## src/rtl/sound_pkg.sv

```systemverilog
// Shared definitions for the sound sequencer: state encoding and the
// millisecond-to-cycle conversion used to size the beep timer loads.
package sound_pkg;

    typedef enum logic [1:0] {
        IDLE      = 2'd0,
        VEND_TONE = 2'd1,
        ERR_TONE  = 2'd2,
        ERR_GAP   = 2'd3
    } state_t;

    function automatic logic [31:0] ms_to_cycles(input logic [31:0] clock_hz,
                                                 input logic [31:0] ms);
        return (clock_hz / 32'd1000) * ms;
    endfunction

endpackage

```

## src/rtl/beep_timer.sv

```systemverilog
// Loadable 32-bit down-counter shared by every timed state of the sequencer.
module beep_timer (
    input  logic        clk,
    input  logic        rst,
    input  logic        load,
    input  logic [31:0] value,
    output logic        done
);

    logic [31:0] count_r;

    // Load takes priority; otherwise count down and hold at zero.
    always_ff @(posedge clk) begin
        if (rst) begin
            count_r <= 32'd0;
        end else if (load) begin
            count_r <= value;
        end else if (count_r != 32'd0) begin
            count_r <= count_r - 32'd1;
        end else begin
            count_r <= count_r;
        end
    end

    // The sequencer reloads only when it sees done, so done looks at the
    // count alone; folding load into it would close a combinational loop.
    assign done = (count_r == 32'd0);

endmodule

```

## src/rtl/sound_sequencer.sv

```systemverilog
// Turns single-cycle vend/error requests into timed beep patterns for the
// square-wave tone generator.
module sound_sequencer
    import sound_pkg::*;
#(
    parameter int unsigned CLOCK_HZ      = 32'd100_000_000,
    parameter int unsigned VEND_BEEP_MS  = 32'd200,
    parameter int unsigned ERROR_BEEP_MS = 32'd100,
    parameter int unsigned ERROR_GAP_MS  = 32'd100,
    parameter int unsigned ERROR_BEEPS   = 32'd3
) (
    input  logic clk,
    input  logic rst,
    input  logic vend_pulse,
    input  logic error_pulse,
    output logic vend_event,
    output logic error_event,
    output logic busy
);

    localparam logic [31:0] VEND_CYC = ms_to_cycles(32'(CLOCK_HZ), 32'(VEND_BEEP_MS));
    localparam logic [31:0] ERR_CYC  = ms_to_cycles(32'(CLOCK_HZ), 32'(ERROR_BEEP_MS));
    localparam logic [31:0] GAP_CYC  = ms_to_cycles(32'(CLOCK_HZ), 32'(ERROR_GAP_MS));
    localparam int          BW       = $clog2(ERROR_BEEPS + 1);
    localparam logic [BW-1:0] LAST_BEEP = BW'(ERROR_BEEPS - 1);

    state_t          state_r;
    logic [BW-1:0]   beep_cnt_r;
    logic            load_s;
    logic [31:0]     value_s;
    logic            done_s;

    beep_timer u_timer (
        .clk   (clk),
        .rst   (rst),
        .load  (load_s),
        .value (value_s),
        .done  (done_s)
    );

    // Timer reload on every state transition, with the new state's duration.
    always_comb begin
        load_s  = 1'b0;
        value_s = 32'd0;
        case (state_r)
            IDLE: begin
                if (error_pulse) begin
                    load_s  = 1'b1;
                    value_s = ERR_CYC - 32'd1;
                end else if (vend_pulse) begin
                    load_s  = 1'b1;
                    value_s = VEND_CYC - 32'd1;
                end else begin
                    load_s  = 1'b0;
                end
            end
            VEND_TONE: begin
                if (error_pulse) begin
                    load_s  = 1'b1;
                    value_s = ERR_CYC - 32'd1;
                end else if (done_s) begin
                    load_s  = 1'b1;
                end else begin
                    load_s  = 1'b0;
                end
            end
            ERR_TONE: begin
                if (done_s && beep_cnt_r != LAST_BEEP) begin
                    load_s  = 1'b1;
                    value_s = GAP_CYC - 32'd1;
                end else if (done_s) begin
                    load_s  = 1'b1;
                end else begin
                    load_s  = 1'b0;
                end
            end
            ERR_GAP: begin
                if (done_s) begin
                    load_s  = 1'b1;
                    value_s = ERR_CYC - 32'd1;
                end else begin
                    load_s  = 1'b0;
                end
            end
            default: begin
                load_s  = 1'b0;
                value_s = 32'd0;
            end
        endcase
    end

    // Pattern FSM with registered tone and busy outputs.
    always_ff @(posedge clk) begin
        if (rst) begin
            state_r     <= IDLE;
            beep_cnt_r  <= '0;
            vend_event  <= 1'b0;
            error_event <= 1'b0;
            busy        <= 1'b0;
        end else begin
            case (state_r)
                IDLE: begin
                    if (error_pulse) begin
                        state_r     <= ERR_TONE;
                        beep_cnt_r  <= '0;
                        error_event <= 1'b1;
                        busy        <= 1'b1;
                    end else if (vend_pulse) begin
                        state_r    <= VEND_TONE;
                        vend_event <= 1'b1;
                        busy       <= 1'b1;
                    end else begin
                        state_r <= IDLE;
                    end
                end
                VEND_TONE: begin
                    if (error_pulse) begin
                        state_r     <= ERR_TONE;
                        beep_cnt_r  <= '0;
                        vend_event  <= 1'b0;
                        error_event <= 1'b1;
                    end else if (done_s) begin
                        state_r    <= IDLE;
                        vend_event <= 1'b0;
                        busy       <= 1'b0;
                    end else begin
                        state_r <= VEND_TONE;
                    end
                end
                ERR_TONE: begin
                    if (done_s) begin
                        beep_cnt_r  <= beep_cnt_r + BW'(1);
                        error_event <= 1'b0;
                        if (beep_cnt_r != LAST_BEEP) begin
                            state_r <= ERR_GAP;
                        end else begin
                            state_r <= IDLE;
                            busy    <= 1'b0;
                        end
                    end else begin
                        state_r <= ERR_TONE;
                    end
                end
                ERR_GAP: begin
                    if (done_s) begin
                        state_r     <= ERR_TONE;
                        error_event <= 1'b1;
                    end else begin
                        state_r <= ERR_GAP;
                    end
                end
                default: begin
                    state_r     <= IDLE;
                    vend_event  <= 1'b0;
                    error_event <= 1'b0;
                    busy        <= 1'b0;
                end
            endcase
        end
    end

endmodule

```

## config.mk

```make
export PLATFORM = sky130hd
export DESIGN_NAME = sound_sequencer
export DESIGN_NICKNAME = d
export VERILOG_FILES = /design/src/rtl/sound_pkg.sv /design/src/rtl/beep_timer.sv /design/src/rtl/sound_sequencer.sv
export SDC_FILE = /design/constraint.sdc
export NUM_CORES = 1
export LEC_CHECK = 0
export BUFFER_PORTS_ARGS = -buffer_cell sky130_fd_sc_hd__clkbuf_2
export CORE_ASPECT_RATIO = 1.25
export CORE_MARGIN = 2
export CORE_UTILIZATION = 51
export CTS_BUF_LIST = sky130_fd_sc_hd__clkbuf_2 sky130_fd_sc_hd__clkbuf_4 sky130_fd_sc_hd__clkbuf_8
export DETAILED_ROUTE_END_ITERATION = 7
export GPL_TIMING_DRIVEN = 1
export PLACE_DENSITY = 0.67
export SYNTH_ARGS = -nofsm -noshare
export SYNTH_HDL_FRONTEND = slang
export SYNTH_SLANG_ARGS = --single-unit
```

## constraint.sdc

```tcl
create_clock -name clk -period 7.1 [get_ports clk]
set_clock_uncertainty 0.05 [all_clocks]
set_input_delay 1.42 -clock clk [delete_from_list [all_inputs] [get_ports clk]]
set_output_delay 1.42 -clock clk [all_outputs]
set_load 0.01 [all_outputs]
```

==> metrics <==
critical path arrival=approximately 3.5 ns; most frequent cells in the layout=dfxtp_1, nor2_1, a21oi_1, nand2_1, o21ai_0; deepest clock path buffer count=2; buffer count from post-CTS setup fixing=0; fin cells=327; GR Overflow Total=0; Clk Tree Root Cell=clkbuf_8; Routed Antenna Nets=0; Die Y-Extent=77.1 um; relative slew slack=43.7%; Die ar.=4810 um2; Clock transition at path regs=0.07 ns; Post-DP HPWL=3380 um; Diodes inserted=0; Clk pwr share=29.1%; Seq/Total Area, Yosys=35.8%; sequential share of power=41.2%; ys async rst share=0%; H-Tree Level Count=2; largest net degree at the start of global routing=19; area leader, netlist=dfxtp_1; Synth area leaders=dfxtp_1, nor2_1, xnor2_1; P_leak=about 0.9 nW; PostCTS Resize Cnt=0; final setup TNS=0 ns; Layout area overhead=7.93%; fin nets=281; first-pass GRT wire length=8370 um; clock sinks=39; fin worst setup slack=3.70 ns; Total Wirelength=4720 um; Port Buffers=6; GP Congestion=0.841; final hold slack=approximately 0.42 ns; status=complete, no violations; Post-synth EDFFs=0; endpoints failing hold=0; worst vdd ir=178 uV; Sw Share=34.0%; Placement Setup Slack=about 3.6 ns; Final Slew Violations=0; Cells after Synth=~270; total power=657 uW; commonest non-fill, non-tap cell in the layout=dfxtp_1; average wire per standard cell=14.4 um; combinational power share=29.8%; CP endpoint kind=flop; share of the synthesized area in the top cell type=a little over a third; Pre-antenna DRT Iters=4; fillers=approximately 420; Skew-Pair Late Insertion Delay=0.29 ns; Rows=26; All-Layer GR Usage=21.6%; layout cells sized above 1=9.23%; Iteration-0 DRC Markers=87; Tcrit/Tclk final=a little under half; Syn Std Cell Area=2180 um2; Post-synth top flop=dfxtp_1; NetSw=223 uW; CTS tree=done; Worst-Margin Slew=about 0.84 ns; CP max FO=18; fmax=0.294 GHz; Yosys reg bits=39; synth warn=0; drt via density=slightly below 6; max-cap violation count=0; critical path start-end classification=reg -> reg; startpoint types=flop; routed vias=1909; DIE WIDTH=~62 um; Ports=7; vias in the first global route=1797; Data required, critical path=7.22 ns; min Tclk post-route=between 3 and 4 ns; RSZ-0062 raised after global routing=no; Syn Nets=between 200 and 300; Avg Cell Area, Syn=8.10 um2; worst min-delay path class=reg -> reg; Remaining DRCs=0; initial antenna violation count=0; Setup Viol. Count Final=0; Distinct cells, synth=48; R2R setup slack=3.70 ns; placed cells=between 300 and 400; core area=4100 um2; internal power=about 430 uW; PD cells=279 nW/um2; cts hold-fix bufs=0; CTS Buf Count=5; Initial Util=between 50% and 60%
## final timing paths
path                                     startpoint                  end  depth (start not counted)
worst max-delay path            u_timer.count_r[10]  u_timer.count_r[10]                          6
worst max register to register  u_timer.count_r[10]  u_timer.count_r[10]                          6
worst min-delay path                  beep_cnt_r[0]        beep_cnt_r[0]                          2
worst min register to register        beep_cnt_r[0]        beep_cnt_r[0]                          2
## synth_stat cells, types with 2 or more instances
master    instances
or4_1             3
nor4_1           10
nor2_1           34
nor4b_1           3
dfxtp_1          39
xnor2_1          14
o21ai_0          18
nor3_1           11
nor4_2            2
or3_1             2
nand2_1          20
clkbuf_1         10
a21o_1            2
nand3_1           7
xor2_1            9
ha_1              7
buf_2             3
inv_1            11
nor2b_1           2
a211oi_1          2
a21oi_2           3
nand4_1           3
nand2b_1          2
o31ai_1           4
and3_1            2
a21oi_1          24
## flip-flops by register name, summed over array words and instances, names as in the netlist
register         count
u_timer.count_r     32
beep_cnt_r           2
state_r              2
busy                 1
error_event          1
vend_event           1
## stage by stage
stage	area [um2]	util, %
3_5_place_dp	2230	54.5
5_1_grt	2350	57.4
2_1_floorplan	2180	-
6_report	2350	57.4
3_3_place_gp	2230	54.5
4_1_cts	2350	57.4
## power by group through the flow
stage / clock, mW / combinational [mW] / sequential [mW]
after floorplan: 0 / 0.157 / 0.270
after global placement: 0 / 0.191 / 0.274
after detailed placement: 0 / 0.193 / 0.275
after CTS: 0.196 / 0.195 / 0.270
after global routing: 0.207 / 0.221 / 0.274
final: 0.191 / 0.195 / 0.270
## critical path, cell delays in order (launching register included)
cell	delay, ns
dfxtp_1	0.36
nor4_1	0.65
nand4_1	0.46
nor3_2	0.76
a21oi_2	0.39
nand2_1	0.46
o21ai_0	0.15
## kinds of logic (layout without fill, tap and decap cells)
kind of cell | count (synthesis) | count (layout) | share of synthesized area [%]
and+or+nand+nor | 108 | 108 | 25.8
AOI/OAI and AO/OA | 68 | 68 | 20.7
DFF | 39 | 39 | 35.8
buffers and inverters | 24 | 26 | 4.31
xor gates and xnor gates | 23 | 23 | 9.25
adders and majority gates | 7 | 7 | 4.02
## routing by layer
layer	up-vias	part of all wire, %	global-route usage [%]
met4	0	2.6	9.33
met2	41	49	35.8
met3	13	3.2	5.57
met1	894	45	26.3
met5	-	0	0
li1	961	-	-
## cell type report
| class | count | area [um2] | area share, % |
|---|---|---|---|
| clock buffer | 6 | 82.6 | 3.51 |
| clock inverter | 2 | 35.0 | 1.49 |
| inverter | 11 | 41.3 | 1.76 |
| multi-input combinational | 206 | 1300 | 55.5 |
| sequential | 39 | 781 | 33.2 |
| tap | 56 | 70.1 | 2.98 |
| timing repair buffer | 7 | 37.5 | 1.60 |
Note: power is estimated with default switching activity, not from simulation.
